<file path="src/rtl/lsu_access_unit.sv">
// Load/store unit between the EX/MEM pipeline register and the data RAM port.
// Handles one access at a time. It places store data and strobes into the RAM
// lane, and extracts and extends load data from the read lane. Illegal widths
// and misaligned addresses trap without touching RAM. A request that RAM never
// acknowledges is abandoned after TIMEOUT_CYC cycles and answered with a
// timeout error.
module lsu_access_unit #(
  parameter int XLEN           = 64,
  parameter int TIMEOUT_CYC    = 255,
  parameter int ALLOW_MISALIGN = 0
) (
  input  logic              clk_i,
  input  logic              rst_i,
  input  logic              req_valid_i,
  output logic              req_ready_o,
  input  logic              req_store_i,
  input  logic [2:0]        req_type_i,
  input  logic [XLEN-1:0]   req_addr_i,
  input  logic [XLEN-1:0]   req_wdata_i,
  output logic              resp_valid_o,
  input  logic              resp_ready_i,
  output logic [XLEN-1:0]   resp_rdata_o,
  output logic [1:0]        resp_err_o,
  output logic              ram_req_o,
  output logic              ram_we_o,
  output logic [XLEN-1:0]   ram_addr_o,
  output logic [XLEN/8-1:0] ram_w_strb_o,
  output logic [XLEN-1:0]   ram_w_data_o,
  input  logic              ram_ack_i,
  input  logic [XLEN-1:0]   ram_r_data_i
);
  localparam int NB   = XLEN / 8;
  localparam int OFFW = $clog2(NB);
  localparam int CW   = $clog2(TIMEOUT_CYC + 1);

  localparam logic [1:0] ERR_OK   = 2'd0;
  localparam logic [1:0] ERR_MIS  = 2'd1;
  localparam logic [1:0] ERR_ILL  = 2'd2;
  localparam logic [1:0] ERR_TOUT = 2'd3;

  // Elaboration-time guards on the parameter space.
  if (XLEN != 32 && XLEN != 64) begin : g_bad_xlen
    $error("lsu_access_unit: XLEN must be 32 or 64");
  end
  if (TIMEOUT_CYC < 1) begin : g_bad_tout
    $error("lsu_access_unit: TIMEOUT_CYC must be >= 1");
  end
  if (ALLOW_MISALIGN != 0) begin : g_bad_mis
    $error("lsu_access_unit: ALLOW_MISALIGN is reserved and must be 0");
  end

  typedef enum logic [1:0] {IDLE, REQ, RESP} state_t;

  state_t          state_q, state_d;
  logic            req_ready_q, req_ready_d;
  logic            resp_valid_q, resp_valid_d;
  logic [XLEN-1:0] resp_rdata_q, resp_rdata_d;
  logic [1:0]      resp_err_q, resp_err_d;
  logic            ram_req_q, ram_req_d;
  logic            ram_we_q, ram_we_d;
  logic [XLEN-1:0] ram_addr_q, ram_addr_d;
  logic [NB-1:0]   ram_w_strb_q, ram_w_strb_d;
  logic [XLEN-1:0] ram_w_data_q, ram_w_data_d;
  logic [CW-1:0]   cnt_q, cnt_d;
  logic [2:0]      type_q, type_d;
  logic [OFFW-1:0] off_q, off_d;

  // Request decode: legality, alignment and store lane placement.
  logic [1:0]      sz_log;
  logic [2:0]      amask;
  logic            ill, mis;
  logic [OFFW-1:0] off;
  logic [XLEN-1:0] wmask, w_lane;
  logic [NB-1:0]   smask, s_lane;

  // Decode the incoming access. The low two type bits encode log2(size) for both loads and stores.
  always_comb begin
    sz_log = req_type_i[1:0];
    off    = req_addr_i[OFFW-1:0];
    ill    = req_store_i ? req_type_i[2] : (req_type_i == 3'd7);
    if ((XLEN == 32) && ((req_type_i == 3'd3) || (!req_store_i && req_type_i == 3'd6)))
      ill = 1'b1;
    case (sz_log)
      2'd0:    amask = 3'd0;
      2'd1:    amask = 3'd1;
      2'd2:    amask = 3'd3;
      default: amask = 3'd7;
    endcase
    mis    = |(req_addr_i[2:0] & amask);
    wmask  = {XLEN{1'b1}} >> (XLEN - (8 << sz_log));
    smask  = {NB{1'b1}} >> (NB - (1 << sz_log));
    w_lane = (req_wdata_i & wmask) << {off, 3'b000};
    s_lane = smask << off;
  end

  // Load extraction: shift the addressed bytes down, then extend from the access size.
  logic [XLEN-1:0] r_sh, r_top, ld_ext;
  int unsigned     pad;

  // Move the loaded field to the top of the word and shift it back down, arithmetically for signed types.
  always_comb begin
    r_sh  = ram_r_data_i >> {off_q, 3'b000};
    pad   = XLEN - (8 << type_q[1:0]);
    r_top = r_sh << pad;
    if (type_q[2]) ld_ext = r_top >> pad;
    else           ld_ext = $unsigned($signed(r_top) >>> pad);
  end

  // State and output registers.
  always_ff @(posedge clk_i) begin
    if (rst_i) begin
      state_q      <= IDLE;
      req_ready_q  <= 1'b1;
      resp_valid_q <= 1'b0;
      resp_rdata_q <= '0;
      resp_err_q   <= ERR_OK;
      ram_req_q    <= 1'b0;
      ram_we_q     <= 1'b0;
      ram_addr_q   <= '0;
      ram_w_strb_q <= '0;
      ram_w_data_q <= '0;
      cnt_q        <= '0;
      type_q       <= '0;
      off_q        <= '0;
    end else begin
      state_q      <= state_d;
      req_ready_q  <= req_ready_d;
      resp_valid_q <= resp_valid_d;
      resp_rdata_q <= resp_rdata_d;
      resp_err_q   <= resp_err_d;
      ram_req_q    <= ram_req_d;
      ram_we_q     <= ram_we_d;
      ram_addr_q   <= ram_addr_d;
      ram_w_strb_q <= ram_w_strb_d;
      ram_w_data_q <= ram_w_data_d;
      cnt_q        <= cnt_d;
      type_q       <= type_d;
      off_q        <= off_d;
    end
  end

  // Next state and next registered outputs. Every register holds its value unless a transition updates it.
  always_comb begin
    state_d      = state_q;
    req_ready_d  = req_ready_q;
    resp_valid_d = resp_valid_q;
    resp_rdata_d = resp_rdata_q;
    resp_err_d   = resp_err_q;
    ram_req_d    = ram_req_q;
    ram_we_d     = ram_we_q;
    ram_addr_d   = ram_addr_q;
    ram_w_strb_d = ram_w_strb_q;
    ram_w_data_d = ram_w_data_q;
    cnt_d        = cnt_q;
    type_d       = type_q;
    off_d        = off_q;
    unique case (state_q)
      IDLE: begin
        if (req_valid_i && req_ready_q) begin
          req_ready_d = 1'b0;
          if (ill || mis) begin
            state_d      = RESP;
            resp_valid_d = 1'b1;
            resp_rdata_d = '0;
            resp_err_d   = ill ? ERR_ILL : ERR_MIS;
          end else begin
            state_d      = REQ;
            ram_req_d    = 1'b1;
            ram_we_d     = req_store_i;
            ram_addr_d   = {req_addr_i[XLEN-1:OFFW], {OFFW{1'b0}}};
            ram_w_strb_d = req_store_i ? s_lane : '0;
            ram_w_data_d = req_store_i ? w_lane : '0;
            cnt_d        = '0;
            type_d       = req_type_i;
            off_d        = off;
          end
        end
      end
      REQ: begin
        // An ack in the limit cycle still wins over the timeout.
        if (ram_ack_i || ((cnt_q + 1'b1) == CW'(TIMEOUT_CYC))) begin
          state_d      = RESP;
          ram_req_d    = 1'b0;
          ram_we_d     = 1'b0;
          ram_w_strb_d = '0;
          resp_valid_d = 1'b1;
          resp_err_d   = ram_ack_i ? ERR_OK : ERR_TOUT;
          resp_rdata_d = (ram_ack_i && !ram_we_q) ? ld_ext : '0;
        end else begin
          cnt_d = cnt_q + 1'b1;
        end
      end
      RESP: begin
        if (resp_ready_i) begin
          state_d      = IDLE;
          resp_valid_d = 1'b0;
          req_ready_d  = 1'b1;
        end
      end
      default: state_d = IDLE;
    endcase
  end

  assign req_ready_o  = req_ready_q;
  assign resp_valid_o = resp_valid_q;
  assign resp_rdata_o = resp_rdata_q;
  assign resp_err_o   = resp_err_q;
  assign ram_req_o    = ram_req_q;
  assign ram_we_o     = ram_we_q;
  assign ram_addr_o   = ram_addr_q;
  assign ram_w_strb_o = ram_w_strb_q;
  assign ram_w_data_o = ram_w_data_q;
endmodule

</file>
<file path="config.mk">
export PLATFORM = sky130hd
export DESIGN_NAME = lsu_access_unit
export DESIGN_NICKNAME = d
export VERILOG_FILES = /design/src/rtl/lsu_access_unit.sv
export SDC_FILE = /design/constraint.sdc
export NUM_CORES = 1
export LEC_CHECK = 0
export ABC_CLOCK_PERIOD_IN_PS = 2900
export CAP_MARGIN = 5
export CORE_MARGIN = 8
export CORE_UTILIZATION = 46
export DETAILED_ROUTE_END_ITERATION = 10
export PLACE_DENSITY = 0.93
export SETUP_SLACK_MARGIN = 0.5
export SYNTH_ARGS = -nofsm -noshare
export SYNTH_HDL_FRONTEND = slang
export SYNTH_SLANG_ARGS = --single-unit
</file>
<file path="constraint.sdc">
create_clock -name clk_i -period 2.9 [get_ports clk_i]
set_input_delay 0.29 -clock clk_i [delete_from_list [all_inputs] [get_ports clk_i]]
set_output_delay 0.29 -clock clk_i [all_outputs]
set_load 0.005 [all_outputs]
</file>
---- After elaboration in Yosys (flattened, before gate mapping) ----
Index checks and enable logic that the tools add are counted.
storage, ports and cells
  flip-flop bits (word level) ............. 219
  bits in read-only memories .............. 0
  bits in latches ......................... 0
  RAM bits ................................ 0
  bits of input ports ..................... 201
  logic and storage cells ................. 105
  output and inout bits ................... 206
  memories ................................ 0
cells by class
  shifts and indexed selects .............. 11
  order comparisons ....................... 0
  divide/modulo/power cells ............... 0
  $mul .................................... 0
  bitwise logic cells ..................... 3
  equal/unequal tests ..................... 12
  mux-type cells .......................... 44
  add/sub/neg operators ................... 4
  reductions and logical operators ........ 18
operator list
  kind                                                 count
  two-way mux 64 bit                                   6
  one-hot mux 64 bit (2 select lines)                  1
  AND 64 bit                                           1
  left shift 4 x 2 -> 32 bit, first input constant     2
  left shift 64 x 32 -> 64 bit                         1
  left shift 64 x 6 -> 64 bit                          1
  right shift 64 x 32 -> 64 bit                        1
  right shift 64 x 32 -> 64 bit, first input constant  1
  right shift 64 x 6 -> 64 bit                         1
  >>> shifter 64 x 32 -> 64 bit                        1
  subtractor 8 x 32 -> 32 bit, first input constant    2
  two-way mux 8 bit                                    7
  one-hot mux 8 bit (2 select lines)                   2
  left shift 1 x 2 -> 32 bit, first input constant     1
  right shift 8 x 32 -> 8 bit, first input constant    1
  subtractor 5 x 32 -> 32 bit, first input constant    1
  two-way mux 2 bit                                    9
  two-way mux 1 bit                                    12
  != test 2 bit, second input constant                 6
  AND reduction 4 bit                                  3
  one-hot mux 3 bit (3 select lines)                   1
  AND reduction 3 bit                                  3
  adder 8 x 1 -> 8 bit, second input constant          1
  equality test 8 bit, second input constant           1
  18 further kinds                                     26

---- Longest topological paths before layout ----
Gate-level depths: netlist of run 1.
  depth after elaboration ................. 8
  mapped depth ............................ 9
  depth with buffers taken out ............ 7

---- Least setup slack after synthesis of run 1 ----
OpenSTA, ideal clock, no wires.
  kind .................................... flip-flop to flip-flop
  start point ............................. reg off_q[1]
  end point ............................... reg resp_rdata_q[31], in the netlist resp_rdata_o[31]
  required time ........................... 2.783 ns
  period minus slack after synthesis ...... 2.158 ns
  slack ................................... 0.742 ns
  library setup time ...................... 0.117 ns
  arrival ................................. 2.041 ns
  stages on the path, launching flop included .. 7
  path buffers ............................ 1
  cells stage by stage .................... dfxtp_1 -> buf_6 -> mux2_4 -> mux4_2 -> a32oi_4 -> a21bo_1 -> a22o_1
between the ends
  cells in the longest elaborated chain, start to end .. 7
  elaborated cells on any way between the ends .. 8
ends and longest elaborated chain
  element                                                                                line      text
  start, declared                                                                        66        logic [OFFW-1:0] off_q, off_d;
  start signal, assigned                                                                 124       off_q <= '0;
  start signal, assigned                                                                 138       off_q <= off_d;
  right shift 64 x 6 -> 64 bit *                                                         102       r_sh = ram_r_data_i >> {off_q, 3'b000};
  left shift 64 x 32 -> 64 bit *                                                         104       r_top = r_sh << pad;
  >>> shifter 64 x 32 -> 64 bit / right shift 64 x 32 -> 64 bit (equally long branches)  106, 105
  two-way mux 64 bit *                                                                   105       if (type_q[2]) ld_ext = r_top >> pad;
  two-way mux 64 bit *                                                                   188       resp_rdata_d = (ram_ack_i && !ram_we_q) ? ld_ext : '0;
  two-way mux 64 bit *                                                                   181       if (ram_ack_i || ((cnt_q + 1'b1) == CW'(TIMEOUT_CYC))) begin
  one-hot mux 64 bit (2 select lines) *                                                  157       unique case (state_q)
  end signal, assigned                                                                   129       resp_rdata_q <= resp_rdata_d;
  end, declared                                                                          57        logic [XLEN-1:0] resp_rdata_q, resp_rdata_d;
Every way passes the cells marked *; elsewhere a longest branch is shown, timed or not. The select of a mux whose other input is x is not followed.
A chain may end at the register's enable or synchronous reset.

---- Worst setup path in the final report of run 1 ----
  start point ............................. reg off_q[1]
  end point ............................... reg resp_rdata_q[29], in the netlist resp_rdata_o[29]
Same word-level chain as after synthesis.

==> reports/metrics.yaml, run 1 <==
status:
  status: "completed"
timing:
  rsz0062_at_grt: "false"
  max_freq_mhz: 430
  finalHoldViolations: 0
  setup_tns_ns: 0
  finClkSkew_ns: 0.0182
  period_share_pct: 80.2
  finalSetupViolCount: 0
  layout_min_cycle_time_ns: 2.33
  drv_slew: 0
  slew_headroom_pct: 43.2
  tightest_slew_ns: 0.849
synthesis:
  async_flop_share_pct: 0
  synth_edf_count: 0
  syn_area_sq_mm: 0.0115
  ys_warn_count: 0
  avgSynthCellArea_sq_um: 8.56
  synth-main-ff-cell: "dfxtp_1"
  synth_cell_type_count: 67
  synth_cells: 1345
  synth-seq-area-share_pct: 38.1
  synth_seq_cells: 219
cts:
  cts_tree: "yes"
  cts_buffers: 25
  clock_latency_ns: 0.53
  clock_sink_count: 219
  cts_hold_buf: 0
  h-tree-depth: 1
  clockRootBuffer: "clkbuf_16"
  clk_pin_slew_worst_paths_ns: 0.06
  cts.path.max_buffers: 3
placement:
  placed_cells: 1997
  placed_area_sq_mm: 0.0159
  io_buffer_count: 403
  gp_congestion: 1.05
  dp_hpwl_mm: 35.3
global_route:
  antenna_found_initial: 1
  overflow: 0
  grt_pass1_wl_mm: 72.2
  gr-usage-met3_pct: 8.29
  met2_usage_pct: 50.6
  use_met1_pct: 32.7
  grt_busiest_layer: "met2"
  grt_max_degree: 75
  gr-usage-all-layers_pct: 29.5
  first_global_vias: 12600
route:
  drc: 0
  via_per_inst: 6.17
  drt-pass1-iter-count: 8
  routed_wl_mm: 47.6
  drtIter0Drc: 1765
  avgRoutedWirePerCell_um: 23.3
  routed-via-count: 12600
  postRouteAntennaNets: 0
finish:
  drive_above_1_share_pct: 9.86
  final_net_count: 1900
  instances_no_fill: 2045
  areaGrowthSynthToFinish_pct: 46.0
  fin_area_sq_mm: 0.0168
floorplanning:
  rows: 58
  core-area_sq_mm: 0.0249
  io_pins: 407
  start_util_pct: 46.3
  die-width_um: 174
  die_h_um: 174
  die-area_sq_mm: 0.0304
critical_path:
  crit_fanout: 13
  slowest_stage: "mux4_2"
  critPathCaptureType: "flop"
  worstPathCellList: "mux2_2 -> mux4_2 -> a32oi_4 -> o21ai_0 -> a22o_1"
  start_kind: "flop"
  cp.arrival_ns: 2.75
  critPathMaxStageDelay_ns: 0.59
  path_buf_inv: 0
  path_delay_family: "multiplexers"
  critPathKind: "flop to flop"
  required_ns: 3.32
power_and_ir_drop:
  total_power_mw: 8.26
  powerDensity_mw_per_mm2: 491
  ir_drop_uv: 472
  power_leakage_nw: 5.96
worst_hold_path:
  hp-class: "input port to flop"
run:
  drv_cap: 0
==> path summary, 6_finish.rpt <==
path                        from          endpoint  slack (ns)  cells after the start
setup reg to reg        off_q[1]  resp_rdata_o[29]        0.57                      5
setup / recovery        off_q[1]  resp_rdata_o[29]        0.57                      5
hold / removal             rst_i          cnt_q[1]        0.11                      2
hold reg to reg   ram_addr_o[60]    ram_addr_o[60]        0.45                      2
==> report_power, final <==
group	leakage [nW]	switching, mW	internal [mW]
logic	3.74	0.822	0.771
registers	1.77	0.0783	3.10
clock network	0.448	1.35	2.14
total	5.96	2.25	6.01
==> cell families (layout without fill, tap and decap cells) <==
group | count (synthesis) | in the layout | share of synthesized area (%)
compound gates | 462 | 462 | 27.9
xor+xnor | 1 | 1 | 0.0761
fa+ha+maj | 2 | 2 | 0.217
buf+inv | 142 | 509 | 5.24
flops | 219 | 219 | 38.1
mux | 125 | 125 | 13.0
other cells | 1 | 4 | 0.0326
simple gates | 393 | 393 | 15.5
==> cells in the mapped netlist, types with 9 or more instances <==
cell       instances  share of area (%)
o31a_1             9               0.68
mux4_2            14                2.7
a221o_1           16                1.4
clkbuf_1          85                2.8
a21oi_1          125                5.4
o21a_1            23                1.5
inv_1              9               0.29
a32o_1            28                2.4
o2bb2ai_1         33                2.5
nand2b_1          16               0.87
buf_2             35                1.5
mux2i_1           67                5.8
a21o_1            11               0.72
nor2_1            43                1.4
o22ai_1           10               0.54
a22o_1            39                3.0
nand3b_1          16                1.0
nand2_1          225                7.3
mux2_2            41                4.0
o21ai_0           77                3.3
nor2b_1           10               0.54
a21boi_0           9               0.59
nand3_1           36                1.6
a22oi_1           25                1.6
dfxtp_1          219                 38
nor3_1            12               0.52
==> metrics by stage <==
stage	utilization, %	hold WS [ns]	setup slack (ns)
after floorplan	-	0.416	0.742
after global placement	63.7	0.439	0.164
after detailed placement	63.7	0.445	0.179
after CTS	67.3	0.0878	0.510
after global routing	67.6	0.107	0.505
final	67.6	0.109	0.573
==> cell type report <==
cell class | count | area, sq um
tap | 330 | 413
inverter | 11 | 41.3
sequential | 219 | 4390
antenna | 1 | 2.50
timing repair buffer | 454 | 4510
clock inverter | 13 | 216
multi-input combinational | 986 | 6560
clock buffer | 31 | 688
fill | 1944 | 8080
==> registers in the layout, summed over array words and instances, names as in the netlist <==
register,cells
cnt_q,8
resp_valid_o,1
ram_addr_o,61
off_q,3
req_ready_o,1
ram_we_o,1
type_q,3
ram_w_data_o,64
ram_req_o,1
state_q,2
resp_rdata_o,64
ram_w_strb_o,8
resp_err_o,2
==> routing by layer <==
layer  share of wire (%)  wire length, um
met1                  36            17100
met2                  48            22800
met3                  11             5120
met4                 5.4             2550
met5                   0                0
==> worst reg2reg max path: stages, from the launching register on <==
cell	delay, ns
dfxtp_4	0.46
mux2_2	0.41
mux4_2	0.59
a32oi_4	0.33
o21ai_0	0.20
a22o_1	0.24
==> placed cells by master, fill, tap and decap left out, types with 6 or more instances in the layout <==
cell             synthesis  routed
a21o_1                  11      11
mux2i_1                 67      67
buf_12                   0       6
nand3_1                 36      36
nand2b_1                16      16
o21a_1                  23      23
o2bb2ai_1               33      33
nand3b_1                16      16
buf_4                    3      44
inv_1                    9       9
a22oi_1                 25      25
o211ai_1                 8       8
a21boi_0                 9       9
a22o_1                  39      39
mux4_2                  14      14
nor3_1                  12      12
clkbuf_16                0      25
clkdlybuf4s50_1          0     400
mux2_2                  41      41
nor2_1                  43      41
dfxtp_1                219     216
a21oi_1                125     125
nand4_1                  8       8
o22ai_1                 10      10
and3_1                   7       7
o31a_1                   9       9
a32oi_1                  8       8
nand2_1                225     225
a32o_1                  28      28
a221o_1                 16      16
o21ai_0                 77      77
nor2b_1                 10      10
a221oi_1                 8       8
==> what timing repair did <==
| action | 4_1_cts | 5_1_grt |
|---|---|---|
| gates resized for setup | 0 | 1 |
| endpoints found under the setup margin | 0 | 45 |
| setup buffers | 0 | 3 |
| endpoints found under the hold margin | 0 | 0 |
No activity file was read; power rests on OpenSTA's default activity.
==> inputs of run 2 (changes only) <==
--- a/config.mk
+++ b/config.mk
@@ -5,12 +5,12 @@
 export SDC_FILE = /design/constraint.sdc
 export NUM_CORES = 1
 export LEC_CHECK = 0
-export ABC_CLOCK_PERIOD_IN_PS = 2900
+export ABC_CLOCK_PERIOD_IN_PS = 1900
 export CAP_MARGIN = 5
 export CORE_MARGIN = 8
-export CORE_UTILIZATION = 46
+export CORE_UTILIZATION = 41
 export DETAILED_ROUTE_END_ITERATION = 10
-export PLACE_DENSITY = 0.93
+export PLACE_DENSITY = 0.88
 export SETUP_SLACK_MARGIN = 0.5
 export SYNTH_ARGS = -nofsm -noshare
 export SYNTH_HDL_FRONTEND = slang
==> constraint.sdc (replaced) <==
create_clock -name clk_i -period 1.9 [get_ports clk_i]
set_input_delay 0.19 -clock clk_i [delete_from_list [all_inputs] [get_ports clk_i]]
set_output_delay 0.19 -clock clk_i [all_outputs]
set_load 0.005 [all_outputs]
==> reports/metrics.yaml, run 2 (synthesized netlist as in run 1, its figures left out) <==
floorplanning:
  core-area_sq_mm: 0.0277  # +11%
  die-width_um: 184  # +5.4%
  start_util_pct: 41.6  # -4.7 points
  io_pins: 407  # unchanged
  rows: 61  # +5.2%
  die_h_um: 184  # +5.4%
  die-area_sq_mm: 0.0337  # +11%
finish:
  final_net_count: 2113  # +11%
  fin_area_sq_mm: 0.0218  # +29%
  final_util_pct: 78.6  # +11 points
  fillCellCount: 1580  # -19%
  instances_no_fill: 2314  # +13%
  drive_above_1_share_pct: 38.3  # +28 points
  areaGrowthSynthToFinish_pct: 89.1
  final_cell_mix: "clkdlybuf4s50_1, dlymetal6s2s_1, buf_4"
  layout_commonest_cell: "clkdlybuf4s50_1"
timing:
  period_share_pct: 117  # +37 points
  tightest_slew_ns: 1.09  # +0.239 ns
  setup_tns_ns: -16.25  # -16.25 ns
  layout_min_cycle_time_ns: 2.23  # -0.101 ns
  slew_headroom_pct: 27.5  # -16 points
  finClkSkew_ns: 0.0151  # -0.00305 ns
  drv_slew: 0  # unchanged
  rsz0062_at_grt: "true"
  whs_ns: 0.0128  # -0.0965 ns
  max_freq_mhz: 449  # +4.6%
  finalSetupViolCount: 82  # +82
  finalHoldViolations: 0  # unchanged
  setup_slack_ns: -0.325  # -0.899 ns
placement:
  gp_congestion: 0.993  # -5.1%
  placed_area_sq_mm: 0.0172  # +8.7%
  dp_hpwl_mm: 38.8  # +9.9%
  io_buffer_count: 403  # unchanged
  placed_cells: 2179  # +9.1%
power_and_ir_drop:
  p_sw_share_pct: 29.6  # +2.3 points
  combPwrFrac_pct: 27.8  # +8.5 points
  seq_power_share_pct: 34.9  # -3.5 points
  power_frac_clock_pct: 37.3  # -5.0 points
  ir_drop_uv: 583  # +23%
  powerDensity_mw_per_mm2: 640  # +30%
  power_leakage_nw: 11.4  # +91%
  p_sw_mw: 4.12  # +83%
  p_int_mw: 9.82  # +63%
route:
  drc: 0  # unchanged
  via_per_inst: 6.18  # +0.21%
  drtIter0Drc: 1467  # -17%
  drt-pass1-iter-count: 8  # unchanged
  routed-via-count: 14300  # +13%
  postRouteAntennaNets: 0  # unchanged
  routed_wl_mm: 61.8  # +30%
  avgRoutedWirePerCell_um: 26.7  # +15%
worst_hold_path:
  hp-class: "input port to flop"
  whs_path_depth: 3  # +1
critical_path:
  cp.arrival_ns: 2.64  # -0.11 ns
  reg2reg_depth: 6  # +1
  path_delay_family: "multiplexers"
  required_ns: 2.32  # -1.00 ns
  worstPathCellList: "mux2_4 -> mux4_2 -> buf_6 -> nand3_4 -> nand3_2 -> a221o_1"
  critPathKind: "flop to flop"
  start_kind: "flop"
  critPathMaxStageDelay_ns: 0.60  # about the same
  crit_fanout: 8  # -5
  crit_cells: 6  # +1
  critPathCaptureType: "flop"
  slowest_stage: "mux4_2"
  path_buf_inv: 1  # +1
cts:
  cts_hold_buf: 0  # unchanged
  cts_tree: "yes"
  h-tree-depth: 1  # unchanged
  cts_buffers: 25  # unchanged
  clock_latency_ns: 0.54  # about the same
  clockRootBuffer: "clkbuf_16"
  clock_sink_count: 219  # unchanged
  clk_pin_slew_worst_paths_ns: 0.06  # about the same
  cts.path.max_buffers: 3  # unchanged
global_route:
  first_global_vias: 14500  # +15%
  grt_max_degree: 65  # -13%
  overflow: 0  # unchanged
  gr-usage-all-layers_pct: 32.5  # +3.0 points
  antenna_found_initial: 8  # +7
  grt_pass1_wl_mm: 85.8  # +19%
status:
  failed_checks: "setup timing"
  status: "finished with violations"
run:
  drv_cap: 0  # unchanged
-- run 2: tightest hold or removal path: stages --
cell     delay [ns]
buf_2          0.18
nand2_4        0.09
a21oi_2        0.04
-- run 2: final timing paths --
path                   start               end  slack [ns]
max                 off_q[1]  resp_rdata_o[42]       -0.33
min            req_addr_i[0]          off_q[0]        0.01
min reg2reg  ram_w_strb_o[0]   ram_w_strb_o[0]        0.45
max reg2reg         off_q[1]  resp_rdata_o[42]       -0.33
-- run 2: layout make-up --
class / count / area (sq um) / area share [%]
multi-input cells: 990 / 8390 / 38.5
repair buffers: 663 / 7510 / 34.5
flip-flops and latches: 219 / 4470 / 20.5
clock buffers: 38 / 744 / 3.42
well taps: 378 / 473 / 2.17
clock inverters: 7 / 118 / 0.540
inverters: 11 / 43.8 / 0.201
diodes: 8 / 20.0 / 0.0920
-- run 2: per-layer routing --
| metal | global-route usage, % | routed length [um] | up-vias |
|---|---|---|---|
| met3 | 10.0 | 6610 | 328 |
| met2 | 54.9 | 29500 | 1074 |
| met5 | 0 | 13 | - |
| met4 | 22.3 | 4810 | 2 |
| li1 | - | - | 6135 |
| met1 | 34.5 | 20900 | 6765 |
-- run 2: timing repair --
action                     in CTS  in global routing
pin swaps                     130                 88
setup endpoints to repair     421                406
resized for setup             392                369
setup buffers                  41                 11
cloned                         28                  2
-- run 2: through the flow --
| stage | power [mW] | setup WS (ns) |
|---|---|---|
| 2_1_floorplan | 6.25 | -0.200 |
| 3_3_place_gp | 7.65 | -0.544 |
| 3_5_place_dp | 7.69 | -0.610 |
| 4_1_cts | 13.6 | -0.260 |
| 5_1_grt | 14.3 | -0.348 |
| 6_report | 13.9 | -0.325 |
-- run 2: power by group through the flow --
stage / Combinational [mW] / Clock (mW) / Sequential (mW)
2_1_floorplan: 1.33 / 0 / 4.91
3_3_place_gp: 2.73 / 0 / 4.92
6_report: 3.87 / 5.19 / 4.87
5_1_grt: 4.00 / 5.40 / 4.88
4_1_cts: 3.53 / 5.17 / 4.85
3_5_place_dp: 2.76 / 0 / 4.93
